$ cat config.mk
export PLATFORM = sky130hd
export DESIGN_NAME = mmio_uart_tx_flat
export DESIGN_NICKNAME = d
export VERILOG_FILES = /design/src/rtl/mmio_uart_pkg.sv /design/src/rtl/mmio_uart_tx_if.sv /design/src/rtl/sync_fifo.sv /design/src/rtl/mmio_uart_tx.sv /design/src/flat_wrapper.sv
export SDC_FILE = /design/constraint.sdc
export NUM_CORES = 1
export LEC_CHECK = 0
export ABC_AREA = 1
export CORE_MARGIN = 1.5
export CORE_UTILIZATION = 25
export DETAILED_ROUTE_END_ITERATION = 16
export GPL_ROUTABILITY_DRIVEN = 1
export PLACE_DENSITY = 0.52
export SETUP_SLACK_MARGIN = 0.4
export SKIP_LAST_GASP = 1
export SYNTH_ARGS = -nofsm -noshare
export SYNTH_HDL_FRONTEND = slang
export SYNTH_SLANG_ARGS = --single-unit
$ cat constraint.sdc
create_clock -name clk -period 3.5 [get_ports clk]
set_clock_uncertainty 0.15 [all_clocks]
set_input_delay 0.875 -clock clk [delete_from_list [all_inputs] [get_ports clk]]
set_output_delay 0.875 -clock clk [all_outputs]
set_load 0.005 [all_outputs]
$ cat src/rtl/mmio_uart_pkg.sv
// Shared definitions for the memory-mapped UART transmitter: register
// offsets, STATUS bit positions and the TX FSM state type.
package mmio_uart_pkg;

  localparam logic [31:0] TXDATA_OFS = 32'h0000_0000;
  localparam logic [31:0] STATUS_OFS = 32'h0000_0004;

  localparam int unsigned ST_FULL     = 0;
  localparam int unsigned ST_EMPTY    = 1;
  localparam int unsigned ST_BUSY     = 2;
  localparam int unsigned ST_OVF      = 3;
  localparam int unsigned ST_CNT_LSB  = 4;
  localparam int unsigned ST_CNT_MSB  = 7;
  localparam int unsigned ST_PARITY   = 8;

  // STATUS write bit that clears the sticky overflow flag
  localparam int unsigned OVF_CLR_BIT = 3;

  typedef enum logic [2:0] {
    S_IDLE,
    S_START,
    S_DATA,
    S_PARITY,
    S_STOP
  } tx_state_e;

endpackage

$ cat src/rtl/mmio_uart_tx_if.sv
// CPU data-memory bus as seen by an MMIO responder.
interface mmio_uart_tx_if;

  logic        MemWrite;
  logic [31:0] DataAdr;
  logic [31:0] WriteData;
  logic [31:0] ReadData;

  modport master (
    output MemWrite,
    output DataAdr,
    output WriteData,
    input  ReadData
  );

  modport slave (
    input  MemWrite,
    input  DataAdr,
    input  WriteData,
    output ReadData
  );

endinterface

$ cat src/rtl/sync_fifo.sv
// Single-clock FIFO with a combinational head so a pop and the consumer's
// load of the head happen on the same edge. DEPTH must be a power of two.
module sync_fifo #(
  parameter int unsigned WIDTH = 8,
  parameter int unsigned DEPTH = 4
) (
  input  logic                       clk,
  input  logic                       reset,
  input  logic                       push,
  input  logic                       pop,
  input  logic [WIDTH-1:0]           wdata,
  output logic [WIDTH-1:0]           rdata,
  output logic                       full,
  output logic                       empty,
  output logic [$clog2(DEPTH):0]     count
);

  localparam int unsigned AW = $clog2(DEPTH);
  localparam int unsigned CW = AW + 1;

  logic [WIDTH-1:0] mem_q [DEPTH];
  logic [WIDTH-1:0] mem_d [DEPTH];
  logic [AW-1:0]    wr_ptr_q, wr_ptr_d;
  logic [AW-1:0]    rd_ptr_q, rd_ptr_d;
  logic [CW-1:0]    count_q, count_d;
  logic             do_push, do_pop;

  // Status flags and head-of-queue read
  always_comb begin
    full    = (count_q == CW'(DEPTH));
    empty   = (count_q == '0);
    count   = count_q;
    rdata   = mem_q[rd_ptr_q];
    do_push = push && !full;
    do_pop  = pop && !empty;
  end

  // Next-state for storage, pointers and occupancy
  always_comb begin
    mem_d    = mem_q;
    wr_ptr_d = wr_ptr_q;
    rd_ptr_d = rd_ptr_q;
    count_d  = count_q;
    if (do_push) begin
      mem_d[wr_ptr_q] = wdata;
      wr_ptr_d        = wr_ptr_q + AW'(1);
    end
    if (do_pop) begin
      rd_ptr_d = rd_ptr_q + AW'(1);
    end
    case ({do_push, do_pop})
      2'b10:   count_d = count_q + CW'(1);
      2'b01:   count_d = count_q - CW'(1);
      default: count_d = count_q;
    endcase
  end

  // Pointer and count registers
  always_ff @(posedge clk) begin
    if (reset) begin
      wr_ptr_q <= '0;
      rd_ptr_q <= '0;
      count_q  <= '0;
    end else begin
      wr_ptr_q <= wr_ptr_d;
      rd_ptr_q <= rd_ptr_d;
      count_q  <= count_d;
    end
  end

  // Storage array; contents are don't-care until written
  always_ff @(posedge clk) begin
    mem_q <= mem_d;
  end

endmodule

$ cat src/rtl/mmio_uart_tx.sv
// Memory-mapped UART transmitter. TXDATA at BASE+0 enqueues a byte, STATUS at
// BASE+4 is read combinationally. Frames are 8N1, or 8E1 when the macro
// MMIO_UART_PARITY_EN is defined.
module mmio_uart_tx
  import mmio_uart_pkg::*;
#(
  parameter logic [31:0] BASE_ADDR    = 32'h8000_0000,
  parameter int unsigned CLKS_PER_BIT = 16,
  parameter int unsigned DEPTH        = 4
) (
  input  logic                 clk,
  input  logic                 reset,
  mmio_uart_tx_if.slave        bus,
  output logic                 tx
);

  localparam int unsigned CW = $clog2(DEPTH) + 1;
  localparam int unsigned BW = $clog2(CLKS_PER_BIT);
  localparam logic [BW-1:0] BAUD_LAST = BW'(CLKS_PER_BIT - 1);

`ifdef MMIO_UART_PARITY_EN
  localparam logic PARITY_EN = 1'b1;
`else
  localparam logic PARITY_EN = 1'b0;
`endif

  logic          wr_txdata, wr_status, sel_status;
  logic          fifo_pop, fifo_full, fifo_empty;
  logic [7:0]    fifo_rdata;
  logic [CW-1:0] fifo_count;
  logic [3:0]    cnt_sat;
  logic [31:0]   status_word;
  logic          unused_wdata;

  logic          ovf_q, ovf_d;
  tx_state_e     state_q, state_d;
  logic [BW-1:0] baud_q, baud_d;
  logic [2:0]    bit_q, bit_d;
  logic [7:0]    shift_q, shift_d;
  logic          tx_q, tx_d;
  logic          baud_last, load;
`ifdef MMIO_UART_PARITY_EN
  logic          par_q, par_d;
`endif

  assign unused_wdata = ^bus.WriteData[31:8];

  // Full 32-bit address decode; misaligned addresses never match
  always_comb begin
    wr_txdata  = bus.MemWrite && (bus.DataAdr == BASE_ADDR + TXDATA_OFS);
    wr_status  = bus.MemWrite && (bus.DataAdr == BASE_ADDR + STATUS_OFS);
    sel_status = (bus.DataAdr == BASE_ADDR + STATUS_OFS);
  end

  sync_fifo #(
    .WIDTH (8),
    .DEPTH (DEPTH)
  ) u_fifo (
    .clk   (clk),
    .reset (reset),
    .push  (wr_txdata),
    .pop   (fifo_pop),
    .wdata (bus.WriteData[7:0]),
    .rdata (fifo_rdata),
    .full  (fifo_full),
    .empty (fifo_empty),
    .count (fifo_count)
  );

  // Sticky overflow: set by a store that finds the FIFO full before the edge
  always_comb begin
    ovf_d = ovf_q;
    if (wr_txdata && fifo_full) begin
      ovf_d = 1'b1;
    end
    if (wr_status && bus.WriteData[OVF_CLR_BIT]) begin
      ovf_d = 1'b0;
    end
  end

  // STATUS word and combinational read mux
  always_comb begin
    cnt_sat     = (32'(fifo_count) > 32'd15) ? 4'hF : 4'(fifo_count);
    status_word = '0;
    status_word[ST_FULL]               = fifo_full;
    status_word[ST_EMPTY]              = fifo_empty;
    status_word[ST_BUSY]               = (state_q != S_IDLE);
    status_word[ST_OVF]                = ovf_q;
    status_word[ST_CNT_MSB:ST_CNT_LSB] = cnt_sat;
    status_word[ST_PARITY]             = PARITY_EN;
    bus.ReadData = sel_status ? status_word : '0;
  end

  // TX FSM next-state: tx_d is the line level for the state being entered,
  // so the registered output changes on the same edge as the state.
  always_comb begin
    state_d   = state_q;
    baud_d    = baud_q;
    bit_d     = bit_q;
    shift_d   = shift_q;
    tx_d      = tx_q;
    fifo_pop  = 1'b0;
    load      = 1'b0;
    baud_last = (baud_q == BAUD_LAST);
`ifdef MMIO_UART_PARITY_EN
    par_d     = par_q;
`endif
    case (state_q)
      S_IDLE: begin
        tx_d = 1'b1;
        load = !fifo_empty;
      end
      S_START: begin
        if (baud_last) begin
          state_d = S_DATA;
          baud_d  = '0;
          bit_d   = '0;
          tx_d    = shift_q[0];
        end else begin
          baud_d = baud_q + BW'(1);
        end
      end
      S_DATA: begin
        if (baud_last) begin
          baud_d = '0;
          if (bit_q == 3'd7) begin
`ifdef MMIO_UART_PARITY_EN
            state_d = S_PARITY;
            tx_d    = par_q;
`else
            state_d = S_STOP;
            tx_d    = 1'b1;
`endif
          end else begin
            bit_d   = bit_q + 3'd1;
            shift_d = {1'b0, shift_q[7:1]};
            tx_d    = shift_q[1];
          end
        end else begin
          baud_d = baud_q + BW'(1);
        end
      end
`ifdef MMIO_UART_PARITY_EN
      S_PARITY: begin
        if (baud_last) begin
          state_d = S_STOP;
          baud_d  = '0;
          tx_d    = 1'b1;
        end else begin
          baud_d = baud_q + BW'(1);
        end
      end
`endif
      S_STOP: begin
        if (baud_last) begin
          baud_d = '0;
          if (!fifo_empty) begin
            load = 1'b1;
          end else begin
            state_d = S_IDLE;
            tx_d    = 1'b1;
          end
        end else begin
          baud_d = baud_q + BW'(1);
        end
      end
      default: begin
        state_d = S_IDLE;
        baud_d  = '0;
        tx_d    = 1'b1;
      end
    endcase
    // IDLE and end-of-STOP share the pop-and-start path
    if (load) begin
      fifo_pop = 1'b1;
      shift_d  = fifo_rdata;
      state_d  = S_START;
      baud_d   = '0;
      bit_d    = '0;
      tx_d     = 1'b0;
`ifdef MMIO_UART_PARITY_EN
      par_d    = ^fifo_rdata;
`endif
    end
  end

  // TX FSM, datapath and overflow registers
  always_ff @(posedge clk) begin
    if (reset) begin
      state_q <= S_IDLE;
      baud_q  <= '0;
      bit_q   <= '0;
      shift_q <= '0;
      tx_q    <= 1'b1;
      ovf_q   <= 1'b0;
`ifdef MMIO_UART_PARITY_EN
      par_q   <= 1'b0;
`endif
    end else begin
      state_q <= state_d;
      baud_q  <= baud_d;
      bit_q   <= bit_d;
      shift_q <= shift_d;
      tx_q    <= tx_d;
      ovf_q   <= ovf_d;
`ifdef MMIO_UART_PARITY_EN
      par_q   <= par_d;
`endif
    end
  end

  assign tx = tx_q;

endmodule

$ cat src/flat_wrapper.sv
// flat-port wrapper written by rule: the top's interface ports become plain ports
module mmio_uart_tx_flat import mmio_uart_pkg::*;
#(
  parameter logic [31:0] BASE_ADDR    = 32'h8000_0000,
  parameter int unsigned CLKS_PER_BIT = 16,
  parameter int unsigned DEPTH        = 4
)
  (clk, reset, tx, bus_MemWrite, bus_DataAdr, bus_WriteData, bus_ReadData);
  mmio_uart_tx_if bus_i ();
  input  logic clk;
  input  logic reset;
  output logic tx;
  input wire logic [$bits(bus_i.MemWrite)-1:0] bus_MemWrite;
  input wire logic [$bits(bus_i.DataAdr)-1:0] bus_DataAdr;
  input wire logic [$bits(bus_i.WriteData)-1:0] bus_WriteData;
  output wire logic [$bits(bus_i.ReadData)-1:0] bus_ReadData;
  assign bus_i.MemWrite = bus_MemWrite;
  assign bus_i.DataAdr = bus_DataAdr;
  assign bus_i.WriteData = bus_WriteData;
  assign bus_ReadData = bus_i.ReadData;
  mmio_uart_tx #(.BASE_ADDR(BASE_ADDR), .CLKS_PER_BIT(CLKS_PER_BIT), .DEPTH(DEPTH)) u_core (.clk(clk), .reset(reset), .bus(bus_i), .tx(tx));
endmodule
; ---- Word level (Yosys, flattened, before mapping)
; Index checks and enable logic that the tools add are counted.
; W data, S select, Z words.
[totals]
register_bits = 59
inputBits = 67
[classes]
magnitude_cmp = 3
muxes = 36
eq_ne = 23
n_addsub = 6
bitwise = 3
n_reduce_logical = 24
[op_table]
columns = operator, count
row1 = $eq A32 B32 Y1 const B, 2
row2 = $mux W8, 7
row3 = $bwmux W32, 1
row4 = $mux W3, 8
row5 = $bmux W8 S2, 1
row6 = $demux W8 S2, 1
row7 = $ne A3 B1 Y1 const B, 5
row8 = $ne A2 B1 Y1 const B, 7
row9 = $pmux W3 S2, 2
row10 = $pmux W3 S4, 1
row11 = $reduce_and A6 Y1, 2
row12 = $mux W1, 10
row13 = $eq A3 B3 Y1 const B, 3
row14 = $pmux W4 S2, 1
row15 = $reduce_and A4 Y1, 2
row16 = $reduce_bool A2 Y1, 4
row17 = $logic_and A1 B1 Y1, 7
row18 = $mux W7, 1
row19 = $add A3 B1 Y3 const B, 2
row20 = $ge A3 B3 Y1 const B, 2
row21 = $logic_not A3 Y1, 2
row22 = $not A2 Y3, 2
row23 = $add A2 B1 Y2 const B, 2
row24 = $add A4 B1 Y4 const B, 1
row25 = other kinds (17), 19

; ---- Logic depth before layout (Yosys ltp)
; Gate-level depths: netlist (run 1).
[logic_depth]
word_depth = 8
depth_mapped = 14
ltp_nobuf = 14

; ---- Cells and area by module
; Synthesis (run 1) repeated with hierarchy kept, for this count alone.
[hier_totals]
cells_unflattened = 355
area_unflattened_um2 = 3029.2
[by_module_without_submodules]
columns = module, seq_area_each_um2, area_per_inst_um2, n_inst, cells_per_inst
row1 = sync_fifo, 1101.1, 1629.1, 1, 143
row2 = mmio_uart_tx, 400.4, 1400.1, 1, 212

; ---- Worst setup path before layout (run 1)
; Ideal clock, no wire load.
[synth_timing]
path_kind = input to output
startpoint = input port bus_DataAdr[1]
endpoint = output port bus_ReadData[0]
path_stages = 7
t_arrival_ns = 1.706
n_path_buf = 0
slack_ns = 0.769
path_cell_list = nor2_1 -> nand2_1 -> nor2_1 -> nand2_1 -> nor2_1 -> nand2_1 -> nor3_1
[synth_between]
elab_chain_len = 2
[synth_lines]
columns = element, line
row1 = start: declaration, flat_wrapper.sv:14  ; input wire logic [$bits(bus_i.DataAdr)-1:0] bus_DataAdr;
row2 = $eq A32 B32 Y1, mmio_uart_tx.sv:52  ; sel_status = (bus.DataAdr == BASE_ADDR + STATUS_OFS);
row3 = $mux W7, mmio_uart_tx.sv:91  ; bus.ReadData = sel_status ? status_word : '0;
row4 = end: declaration, flat_wrapper.sv:16  ; output wire logic [$bits(bus_i.ReadData)-1:0] bus_ReadData;
; Every way passes these cells.

; ---- Final worst setup path (run 1)
[layout_timing]
startpoint = input port bus_DataAdr[30]
endpoint = output port bus_ReadData[3]
; Same word-level chain as after synthesis.

==> results of run 1 <==
## power groups by stage
| stage | clock (uW) | sequential (uW) | combinational [uW] |
|---|---|---|---|
| floorplan | 0 | 857 | 529 |
| global placement | 0 | 900 | 622 |
| detailed placement | 0 | 899 | 640 |
| CTS | 823 | 886 | 646 |
| global route | 849 | 896 | 751 |
| finish | 804 | 885 | 646 |
## routing by layer
metal	global-route usage	vias up	share of wire
li1	-	1373	-
met1	0.137	1230	0.43
met2	0.216	69	0.51
met3	0.0298	14	0.036
met4	0.0442	0	0.019
met5	0	-	0
## layout make-up
| cell class | count | area [sq um] |
|---|---|---|
| clock buffer | 9 | 225 |
| inverter | 40 | 151 |
| tap | 147 | 184 |
| multi-input combinational | 266 | 1320 |
| clock inverter | 7 | 52.6 |
| timing repair buffer | 97 | 717 |
| sequential | 59 | 1500 |
| fill | 1239 | 7810 |
## worst reg2reg max path, cell delays in order (launching register included)
cell and delay, ns:
dfxtp_1 0.36, ha_1 0.25, nand3_4 0.15, nand2_2 0.09, nand3_2 0.26, inv_2 0.32
ha_1 0.19, inv_1 0.06, fa_1 0.37, a21oi_1 0.14, o21ai_0 0.12, o21ai_0 0.16
a21oi_1 0.05
## logic make-up (layout without fill, tap and decap cells)
group           Yosys count  in the layout  share of synthesized area
other cells               1             25                    0.00123
buf+inv                  72            153                      0.124
flops                    59             59                      0.491
fa+ha+maj                 9              9                     0.0393
simple gates            173            173                      0.242
xor+xnor                  1              1                    0.00286
compound gates           58             58                     0.0994
## repair_timing
action,in CTS,in global routing
resized for setup,92,50
setup buffers,39,0
pin swaps,31,35
hold buffers,0,0
setup endpoints to repair,7,11
endpoints found under the hold margin,0,0
## cells in the final DEF, fill, tap and decap left out, types with 10 or more instances in the layout
master,synthesis,layout
nand2_1,62,60
inv_1,37,35
clkdlybuf4s50_1,0,12
o21ai_0,31,31
edfxtp_1,32,32
clkbuf_2,0,21
conb_1,1,25
dfxtp_1,27,27
a21oi_1,19,19
nand3_1,16,14
nor2_1,79,69
buf_4,26,43
buf_2,3,10
## stage by stage
stage          instances  total power, uW  TNS (ns)
3_5_place_dp         570             1540     -1.63
5_1_grt              625             2500         0
6_report             625             2340         0
2_1_floorplan        397             1390         0
4_1_cts              625             2350         0
3_3_place_gp         570             1520     -1.56
## synthesized netlist by cell type, types with 2 or more instances
cell      number
nand3_2        2
buf_4         26
a21oi_1       19
edfxtp_1      32
nand3_1       16
clkbuf_1       2
nand4_1        3
ha_1           8
nor3_1         3
inv_1         37
nor2_2         2
o22ai_1        3
o21ai_0       31
inv_2          2
nor2_1        79
o211ai_1       3
buf_2          3
dfxtp_1       27
nand2_1       62
a31oi_1        2
## worst max-delay path by stage
stage / endpoint / slack (ns) / cells after the start
final: bus_ReadData[3] / 0.40 / 11
after global routing: bus_ReadData[3] / 0.28 / 11
after CTS: bus_ReadData[3] / 0.40 / 11
after detailed placement: bus_ReadData[0] / -0.27 / 9
after global placement: bus_ReadData[0] / -0.27 / 9
after floorplan: bus_ReadData[0] / 0.77 / 7
## flip-flops by register name, indices dropped and copies added (netlist names)
signal	cells
u_core.baud_q	4
u_core.shift_q	8
u_core.u_fifo.wr_ptr_q	2
u_core.state_q	3
u_core.u_fifo.rd_ptr_q	2
u_core.ovf_q	1
u_core.u_fifo.mem_q	32
u_core.bit_q	3
u_core.tx	1
u_core.u_fifo.count	3
==> out/metrics.csv, run 1 <==
stage;metric;value;unit
sta;Worst-Margin Slew;0.595;ns
die;Die ar.;12900;sq um
clocking;clock sinks;59;
global_routing;antenna violations before repair;0;
logic_synthesis;Area contributors post-synth;edfxtp_1, dfxtp_1, nor2_1, nand2_1, buf_4;
logic_synthesis;synth warn;0;
setup_path;CP max-delay cell;clkdlybuf4s15_1;
clocking;CTS tree;built;
place;placed instance area;3660;sq um
drt;Final ANT Viol Nets;0;
sta;headroom to the max-slew limit;0.603;
logic_synthesis;post-synth top area cell;edfxtp_1;
drt;vias;2686;
logic_synthesis;Mean Syn Cell Area;8.20;sq um
pwr;Comb power frac;0.276;
setup_path;crit end category;output pin;
place;pre-CTS WS;-0.272;ns
setup_path;Worst Path Max Fanout;2;
logic_synthesis;synthesized flop and latch total;59;
logic_synthesis;number of synthesized flops with an enable pin;32;
min_path;Min-Delay Path Depth;2;
clocking;CTS Buf Count;9;
sta;PnR worst setup slack;0.396;ns
clocking;CTS Buffer Depth;2;
sta;Tcrit/Tclk final;0.887;
setup_path;WP buf/inv;4;
logic_synthesis;ys flop type;edfxtp_1;
die;Ports;100;
die;Vert. Die Dim;114;um
drt;Total Routed Length;7.42;mm
clocking;H-tree levels;3;
sta;Max Transition Viols Final;0;
setup_path;WS Path Type;primary input to output pin;
pwr;P_int;1510;uW
cells_and_area;Core Util, Final;0.347;
logic_synthesis;synth unique cells;31;
sta;fmax;322;MHz
global_routing;largest net degree at the start of global routing;19;
place;post-DP HPWL;4.85;mm
logic_synthesis;share of the synthesized area in the top cell type;0.314;
pwr;Sw Pwr;820;uW
global_routing;GRT Util Overall;0.120;
pwr;Sw Share;0.351;
setup_path;r2r setup slk;0.70;ns
pwr;PwrDens;562;nW/um^2
cells_and_area;Final Instance Area;4150;sq um
cells_and_area;Antenna diodes;0;
setup_path;Worst setup SP type;primary input;
drt;vias per inst;4.30;
min_path;Hold EP;u_core.tx;
setup_path;critical path's top delay family;simple AND/OR/NAND/NOR gates;
setup_path;Setup crit start;bus_DataAdr[30];
sta;minimum clock period;3.10;ns
global_routing;global route overflow;0;
drt;drt initial violations;127;
sta;final hold violation count;0;
logic_synthesis;post-synthesis cell area;3060;sq um
setup_path;Critical Path Max Stage Delay;0.19;ns
sta;RSZ-0062 raised after global routing;true;
drt;drt first pass iters;4;
setup_path;Worst R2R Path Depth;12;
global_routing;number of global-route vias before repair;2636;
logic_synthesis;Post-Syn Instances;373;
die;Rows;40;
clocking;root buf cell;clkbuf_16;
cells_and_area;Synth-to-Final Area Change;35.8;%
clocking;clk_lat worst skew;0.32;ns
setup_path;Req. time, crit path;2.47;ns
min_path;hold path start;u_core.tx;
setup_path;R2R Path End;u_core.u_fifo.count[2];
cells_and_area;layout cells sized above 1;0.259;
pwr;VDD IR max;394;uV
setup_path;Critical Path AT;2.08;ns
run_status;status;completed;
pwr;Reg power frac;0.379;
logic_synthesis;Seq/Total Area, Yosys;0.491;
sta;Fin Hold WS;0.322;ns
place;GP Congestion;0.823;
min_path;Min-Delay Path Class;flop to flop;
sta;count of final setup violators;0;
cells_and_area;# nets final;549;
die;Initial Util;0.256;
drt;# DRC;0;
die;die width;114;um
flow_run;Max Cap Viol;0;
clocking;clk slew on worst S/H paths;0.06;ns
global_routing;global-route wire length before repair;12.4;mm
die;core area;12000;sq um
place;IO Port Bufs;50;
setup_path;cell-by-cell listing of the critical path;clkdlybuf4s15_1 > nor2_1 > nand2_1 > nor2_1 > nand2_1 > nor2_2 > nand2_2 > buf_6 > buf_6 > nor2_2 > buf_2;
pwr;Leak Pwr;0.00181;uW
drt;Wirelength per Cell;11.9;um
setup_path;worst r2r src;u_core.baud_q[0];
logic_synthesis;Synth async-reset ratio;0;
pwr;power share of the clock group;0.344;
Power figures use the tool's default switching activity.
==> run 2: changes to the inputs <==
--- a/config.mk
+++ b/config.mk
@@ -6,11 +6,13 @@
 export NUM_CORES = 1
 export LEC_CHECK = 0
 export ABC_AREA = 1
+export CELL_PAD_IN_SITES_DETAIL_PLACEMENT = 1
+export CELL_PAD_IN_SITES_GLOBAL_PLACEMENT = 1
 export CORE_MARGIN = 1.5
-export CORE_UTILIZATION = 25
+export CORE_UTILIZATION = 36
 export DETAILED_ROUTE_END_ITERATION = 16
 export GPL_ROUTABILITY_DRIVEN = 1
-export PLACE_DENSITY = 0.52
+export PLACE_DENSITY = 0.89
 export SETUP_SLACK_MARGIN = 0.4
 export SKIP_LAST_GASP = 1
 export SYNTH_ARGS = -nofsm -noshare
==> run 2 against run 1 <==
  * Global-route usage rose by 10 points
  * Die area decreased by 30%
  * Power down 2.6%
  * Hold slack gained 0.0092 ns
  * Sequential share of layout area grew 0.94 points
  * Setup slack lost 0.035 ns
  * Final cell count decreased by 8.2%
  * Combinational power grew 13%
  * Routed wire length increased by 25%
  * Maximum frequency decreased by 1.1%
  * Critical path type is now primary input to flop
  * Critical endpoint is now u_core.u_fifo.count[2]
==> out/metrics.csv, run 2 (synthesis gave the netlist of run 1 again) <==
stage;metric;value;unit;change
place;placed instance area;3600;sq um;-1.8%
global_routing;M1 GR Usage;0.228;;+0.0910
clocking;Post-CTS Hold Buffers;0;;unchanged
cells_and_area;Final Instance Area;4050;sq um;-2.5%
clocking;CTS Buf Count;9;;unchanged
clocking;clk slew on worst S/H paths;0.07;ns;about the same
drt;Wirelength per Cell;16.1;um;+36%
global_routing;busiest grt layer;met2;;
drt;Final ANT Viol Nets;0;;unchanged
setup_path;Worst Path Max Fanout;5;;+3
cells_and_area;Synth-to-Final Area Change;32.4;%;
sta;fmax;319;MHz;-1.1%
die;Initial Util;0.372;;+0.117
clocking;clock sinks;59;;unchanged
drt;drt first pass iters;4;;unchanged
global_routing;GRT Util Overall;0.223;;+0.103
die;core area;8220;sq um;-31%
cells_and_area;Final Non-Filler Cells;574;;-8.2%
cells_and_area;max reg flops;32;;unchanged
setup_path;crit end category;flop;;
sta;minimum clock period;3.14;ns;+0.0346 ns
cells_and_area;commonest non-fill, non-tap cell in the layout;nor2_1;;
global_routing;grt met3 use;0.0662;;+0.0364
setup_path;Critical Path Max Stage Delay;0.50;ns;+0.31 ns
drt;drt initial violations;96;;-24%
setup_path;WP buf/inv;2;;-2
die;Ports;100;;unchanged
global_routing;GR Util met2;0.415;;+0.199
drt;vias per inst;4.86;;+13%
sta;final hold violation count;0;;unchanged
cells_and_area;Largest regs;u_core.u_fifo.mem_q x32, u_core.shift_q x8, u_core.baud_q x4;;
sta;Max Transition Viols Final;0;;unchanged
run_status;status;completed;;
cells_and_area;# nets final;540;;-1.6%
clocking;clk_lat worst skew;0.36;ns;+0.04 ns
clocking;CTS Buffer Depth;2;;unchanged
min_path;Min-Delay Path Class;flop to flop;;
sta;count of final setup violators;0;;unchanged
sta;RSZ-0062 raised after global routing;false;;
setup_path;cell-by-cell listing of the critical path;clkdlybuf4s50_1 > nor2_1 > nand3_2 > ha_1 > inv_1 > fa_2 > a21oi_1 > o21ai_1 > o21ai_1 > a21oi_1;;
die;die width;95.2;um;-16%
die;Die ar.;9060;sq um;-30%
global_routing;global-route wire length before repair;14.9;mm;+20%
cells_and_area;Antenna diodes;0;;unchanged
clocking;H-tree levels;3;;unchanged
clocking;CTS tree;built;;
die;Vert. Die Dim;95.2;um;-16%
setup_path;Critical Path AT;3.27;ns;+1.19 ns
pwr;VDD IR max;353;uV;-10%
cells_and_area;most frequent cells in the layout;nor2_1, nand2_1, buf_4;;
setup_path;Req. time, crit path;3.63;ns;+1.16 ns
global_routing;largest net degree at the start of global routing;19;;unchanged
global_routing;antenna violations before repair;0;;unchanged
drt;Total Routed Length;9.26;mm;+25%
flow_run;Max Cap Viol;0;;unchanged
global_routing;number of global-route vias before repair;3030;;+15%
place;IO Port Bufs;50;;unchanged
setup_path;Worst setup SP type;primary input;;
sta;Tcrit/Tclk final;0.897;;+0.00989
clocking;root buf cell;clkbuf_8;;
cells_and_area;Top reg by flops;u_core.u_fifo.mem_q;;
die;Rows;33;;-18%
cells_and_area;# fillers;1016;;-18%
place;GP Congestion;0.801;;-2.6%
setup_path;WS Path Type;primary input to flop;;
sta;Worst-Margin Slew;0.607;ns;+0.0119 ns
place;dpl cells;526;;-7.7%
pwr;Leak Pwr;0.00174;uW;-3.6%
drt;vias;2787;;+3.8%
place;post-DP HPWL;5.77;mm;+19%
setup_path;critical path's top delay family;simple AND/OR/NAND/NOR gates;;
global_routing;global route overflow;0;;unchanged
pwr;PwrDens;562;nW/um^2;about the same
drt;# DRC;0;;unchanged
sta;headroom to the max-slew limit;0.595;;-0.00797
cells_and_area;layout cells sized above 1;0.232;;-0.0270
setup_path;CP max-delay cell;clkdlybuf4s50_1;;
run 2: changes by cell type in the layout (fill, tap and decap cells not counted), moves of 3 or more:
cell             before  now
dlygate4sd2_1         0    3
inv_6                 2    5
clkbuf_16             9    0
clkdlybuf4s15_1       4   16
nand2_1              60   57
buf_6                 7    0
clkbuf_2             21   11
buf_4                43   38
clkbuf_8              0    9
nor2_1               69   64
nor2_2                9   13
buf_2                10    7
run 2: worst reg2reg max path, stage by stage, from the launching register on:
cell	delay, ns
dfxtp_1	0.39
ha_1	0.26
nand3_4	0.15
nand2_2	0.09
nand3_2	0.25
inv_2	0.30
ha_1	0.23
inv_1	0.11
fa_2	0.39
a21oi_1	0.18
o21ai_1	0.13
o21ai_1	0.17
a21oi_1	0.06
run 2: where the power goes:
| part | internal (uW) | switching, uW | leakage (uW) |
|---|---|---|---|
| Combinational | 238 | 495 | 0.00113 |
| Sequential | 810 | 80.9 | 0.000508 |
| Clock | 340 | 310 | 0.000102 |
| Total | 1390 | 886 | 0.00174 |
run 2: area by class of cell:
type	count	area (sq um)	area share
clock inverter	7	81.3	0.0201
inverter	40	151	0.0374
clock buffer	9	124	0.0306
timing repair buffer	88	694	0.172
tap	105	131	0.0325
multi-input combinational	266	1360	0.337
sequential	59	1500	0.371
run 2: routing by layer:
| layer | vias up | wire, um |
|---|---|---|
| li1 | 1348 | - |
| met1 | 1361 | 3660 |
| met2 | 57 | 5020 |
| met3 | 21 | 334 |
| met4 | 0 | 247 |
| met5 | - | 0 |
run 2: per-stage QoR:
stage	hold slack (ns)	util	TNS, ns	total power [uW]	setup WS, ns
2_1_floorplan	0.294	-	0	1390	0.769
3_3_place_gp	0.306	0.438	-1.51	1500	-0.265
3_5_place_dp	0.314	0.438	-1.69	1550	-0.294
4_1_cts	0.341	0.485	0	2210	0.405
5_1_grt	0.367	0.493	0	2420	0.291
6_report	0.331	0.493	0	2270	0.361
run 2: final timing paths:
path / cells past startpoint / slack [ns] / start / to
worst max register to register: 12 / 0.53 / u_core.baud_q[0] / u_core.u_fifo.count[2]
worst min register to register: 2 / 0.33 / u_core.tx / u_core.tx
worst min-delay path: 2 / 0.33 / u_core.tx / u_core.tx
worst max-delay path: 10 / 0.36 / bus_DataAdr[2] / u_core.u_fifo.count[2]
run 2: repair_timing:
item                                    in CTS  in global routing
endpoints found under the setup margin       7                 12
buffers inserted                            31                  1
resized for setup                           65                 65
pin swaps                                   34                 32
==> run 3: changes to the inputs <==
--- a/config.mk
+++ b/config.mk
@@ -9,10 +9,10 @@
 export CELL_PAD_IN_SITES_DETAIL_PLACEMENT = 1
 export CELL_PAD_IN_SITES_GLOBAL_PLACEMENT = 1
 export CORE_MARGIN = 1.5
-export CORE_UTILIZATION = 36
+export CORE_UTILIZATION = 33
 export DETAILED_ROUTE_END_ITERATION = 16
 export GPL_ROUTABILITY_DRIVEN = 1
-export PLACE_DENSITY = 0.89
+export PLACE_DENSITY = 0.83
 export SETUP_SLACK_MARGIN = 0.4
 export SKIP_LAST_GASP = 1
 export SYNTH_ARGS = -nofsm -noshare
==> constraint.sdc (replaced) <==
create_clock -name clk -period 3.3 [get_ports clk]
set_clock_uncertainty 0.15 [all_clocks]
set_input_delay 0.825 -clock clk [delete_from_list [all_inputs] [get_ports clk]]
set_output_delay 0.825 -clock clk [all_outputs]
set_load 0.005 [all_outputs]
==> run 3 against run 2 <==
  * The flow now finishes with violations (DRC)
  * Clock power up 14%
  * Die area up 8.8%
  * Critical path depth up 1
  * Via count down 2.6%
  * Combinational power about the same
  * Final area down 1.7%
  * Power up 6.5%
  * Sequential share of layout area up 0.63 points
  * Sequential power up 5.7%
  * Register-to-register slack better by 0.19 ns
  * Global-route usage down 4.8 points
  * Utilization down 4.3 points
  * Critical path type is now primary input to output pin
==> out/metrics.csv, run 3 (synthesis gave the netlist of run 1 again) <==
stage;metric;value;unit;change
die;die width;99.3;um;+4.3%
setup_path;Critical Path AT;2.04;ns;-1.23 ns
die;Vert. Die Dim;99.3;um;+4.3%
cells_and_area;Final Instance Area;3980;sq um;-1.7%
setup_path;WS Path Type;primary input to output pin;;
sta;final hold violation count;0;;unchanged
place;placed instance area;3620;sq um;+0.73%
clocking;root buf cell;clkbuf_8;;
cells_and_area;commonest non-fill, non-tap cell in the layout;nor2_1;;
run_status;status;complete, but fails checks;;
min_path;Min-Delay Path Class;flop to flop;;
clocking;CTS Buf Count;9;;unchanged
cells_and_area;# fillers;1100;;+8.3%
die;Die ar.;9850;sq um;+8.8%
min_path;Hold EP;u_core.tx;;
setup_path;Worst Path Max Fanout;3;;-2
clocking;CTS tree;built;;
setup_path;worst r2r src;u_core.baud_q[0];;
clocking;clock sinks;59;;unchanged
global_routing;M1 GR Usage;0.187;;-0.0405
flow_run;Max Cap Viol;0;;unchanged
setup_path;Critical Path Max Stage Delay;0.17;ns;-0.33 ns
sta;Worst-Margin Slew;0.587;ns;-0.0199 ns
global_routing;largest net degree at the start of global routing;19;;unchanged
run_status;failing checks;DRC;;
cells_and_area;Top reg by flops;u_core.u_fifo.mem_q;;
setup_path;critical path's top delay family;simple AND/OR/NAND/NOR gates;;
setup_path;r2r setup slk;0.72;ns;+0.19 ns
drt;drt initial violations;94;;-2.1%
drt;vias;2715;;-2.6%
place;pre-CTS WS;-0.471;ns;-0.176 ns
sta;RSZ-0062 raised after global routing;true;;
global_routing;grt met3 use;0.0499;;-0.0163
clocking;CTS Buffer Depth;2;;unchanged
global_routing;GR Util met2;0.315;;-0.0998
global_routing;number of global-route vias before repair;2853;;-5.8%
min_path;Min-Delay Path Depth;2;;unchanged
die;Ports;100;;unchanged
setup_path;crit end category;output pin;;
drt;vias per inst;4.81;;-1.0%
drt;Final ANT Viol Nets;0;;unchanged
place;GP Congestion;0.776;;-3.2%
cells_and_area;Synth-to-Final Area Change;30.2;%;
sta;minimum clock period;3.01;ns;
clocking;Post-CTS Hold Buffers;0;;unchanged
setup_path;cell-by-cell listing of the critical path;buf_6 > nor2_4 > nand2_1 > nor2_2 > nand2_2 > nor2_4 > nand2_4 > buf_6 > buf_6 > nor2_4 > buf_2;;
setup_path;Worst setup SP type;primary input;;
setup_path;WP buf/inv;4;;+2
place;post-DP HPWL;5.80;mm;+0.61%
drt;Total Routed Length;8.56;mm;-7.5%
global_routing;busiest grt layer;met2;;
place;IO Port Bufs;50;;unchanged
drt;# DRC;1;;+1
die;Initial Util;0.346;;-0.0266
sta;fmax;332;MHz;
pwr;VDD IR max;518;uV;+47%
sta;Max Transition Viols Final;0;;unchanged
clocking;clk_lat worst skew;0.35;ns;about the same
cells_and_area;most frequent cells in the layout;nor2_1, nand2_1, inv_1;;
setup_path;Req. time, crit path;2.32;ns;-1.31 ns
cells_and_area;# nets final;528;;-2.2%
die;Rows;34;;+3.0%
setup_path;R2R Path End;u_core.u_fifo.count[2];;
cells_and_area;Storage cell area;1500;sq um;unchanged
cells_and_area;max reg flops;32;;unchanged
setup_path;Worst R2R Path Depth;12;;unchanged
cells_and_area;Core Util, Final;0.450;;-0.0428
sta;Tcrit/Tclk final;0.913;;
pwr;PwrDens;608;nW/um^2;+8.3%
cells_and_area;Largest regs;u_core.u_fifo.mem_q x32, u_core.shift_q x8, u_core.baud_q x4;;
clocking;clk slew on worst S/H paths;0.07;ns;about the same
die;core area;8850;sq um;+7.7%
cells_and_area;layout cells sized above 1;0.249;;+0.0170
global_routing;GRT Util Overall;0.175;;-0.0483
cells_and_area;Final Non-Filler Cells;565;;-1.6%
sta;count of final setup violators;0;;unchanged
global_routing;antenna violations before repair;0;;unchanged
global_routing;global-route wire length before repair;13.4;mm;-9.9%
pwr;Leak Pwr;0.00169;uW;-3.2%
drt;drt first pass iters;11;;+7
clocking;H-tree levels;3;;unchanged
global_routing;global route overflow;0;;unchanged
cells_and_area;multi-input logic area;1380;sq um;+1.1%
sta;headroom to the max-slew limit;0.608;;+0.0133
min_path;hold path start;u_core.tx;;
setup_path;CP max-delay cell;nor2_2;;
place;dpl cells;532;;+1.1%
drt;Wirelength per Cell;15.1;um;-6.0%
sta;PnR worst setup slack;0.289;ns;-0.0729 ns
cells_and_area;Antenna diodes;0;;unchanged
sta;Fin Hold WS;0.311;ns;-0.0200 ns
==> run 3: area by class of cell <==
cell class	instances	area share
sequential	59	0.377
multi-input combinational	266	0.346
timing repair buffer	76	0.148
inverter	40	0.0380
tap	108	0.0340
clock buffer	9	0.0311
clock inverter	7	0.0251
==> run 3: how the worst max path moves through the flow <==
stage                      end  cells past startpoint            start  slack, ns
6_report       bus_ReadData[2]                     11   bus_DataAdr[4]       0.29
5_1_grt        bus_ReadData[2]                     11   bus_DataAdr[4]       0.21
4_1_cts        bus_ReadData[2]                     12  bus_DataAdr[31]       0.37
3_5_place_dp   bus_ReadData[0]                     10  bus_DataAdr[31]      -0.47
3_3_place_gp   bus_ReadData[0]                     10  bus_DataAdr[31]      -0.40
2_1_floorplan  bus_ReadData[0]                      7   bus_DataAdr[1]       0.67
==> run 3: where the power goes <==
part	switching, uW	leakage [uW]	total [uW]	internal [uW]
combinational	489	0.00108	736	247
sequential	82.5	0.000508	941	859
clock	315	0.000102	744	429
total	886	0.00169	2420	1540
==> run 3: repair_timing <==
action                                 4_1_cts  5_1_grt
pin swaps                                   33       13
endpoints found under the hold margin        0        0
setup endpoints to repair                    8       11
resized for setup                          150       37
buffers inserted                            16        1
==> run 3: metal layers <==
| metal | wire, um | share of wire |
|---|---|---|
| met1 | 3370 | 0.39 |
| met2 | 4570 | 0.53 |
| met3 | 275 | 0.032 |
| met4 | 346 | 0.040 |
| met5 | 0 | 0 |
==> run 3: worst register-to-register path: cells and delay by family, from the launching register on <==
| family | cells | cell delay [ns] |
|---|---|---|
| compound gates | 4 | 0.50 |
| fa+ha+maj | 3 | 0.85 |
| flops | 1 | 0.37 |
| simple gates | 3 | 0.31 |
| buf+inv | 2 | 0.28 |
==> run 3: through the flow <==
step           total power, uW  TNS [ns]
2_1_floorplan             1470         0
3_3_place_gp              1620     -2.38
3_5_place_dp              1670     -2.92
4_1_cts                   2410         0
5_1_grt                   2590         0
6_report                  2420         0
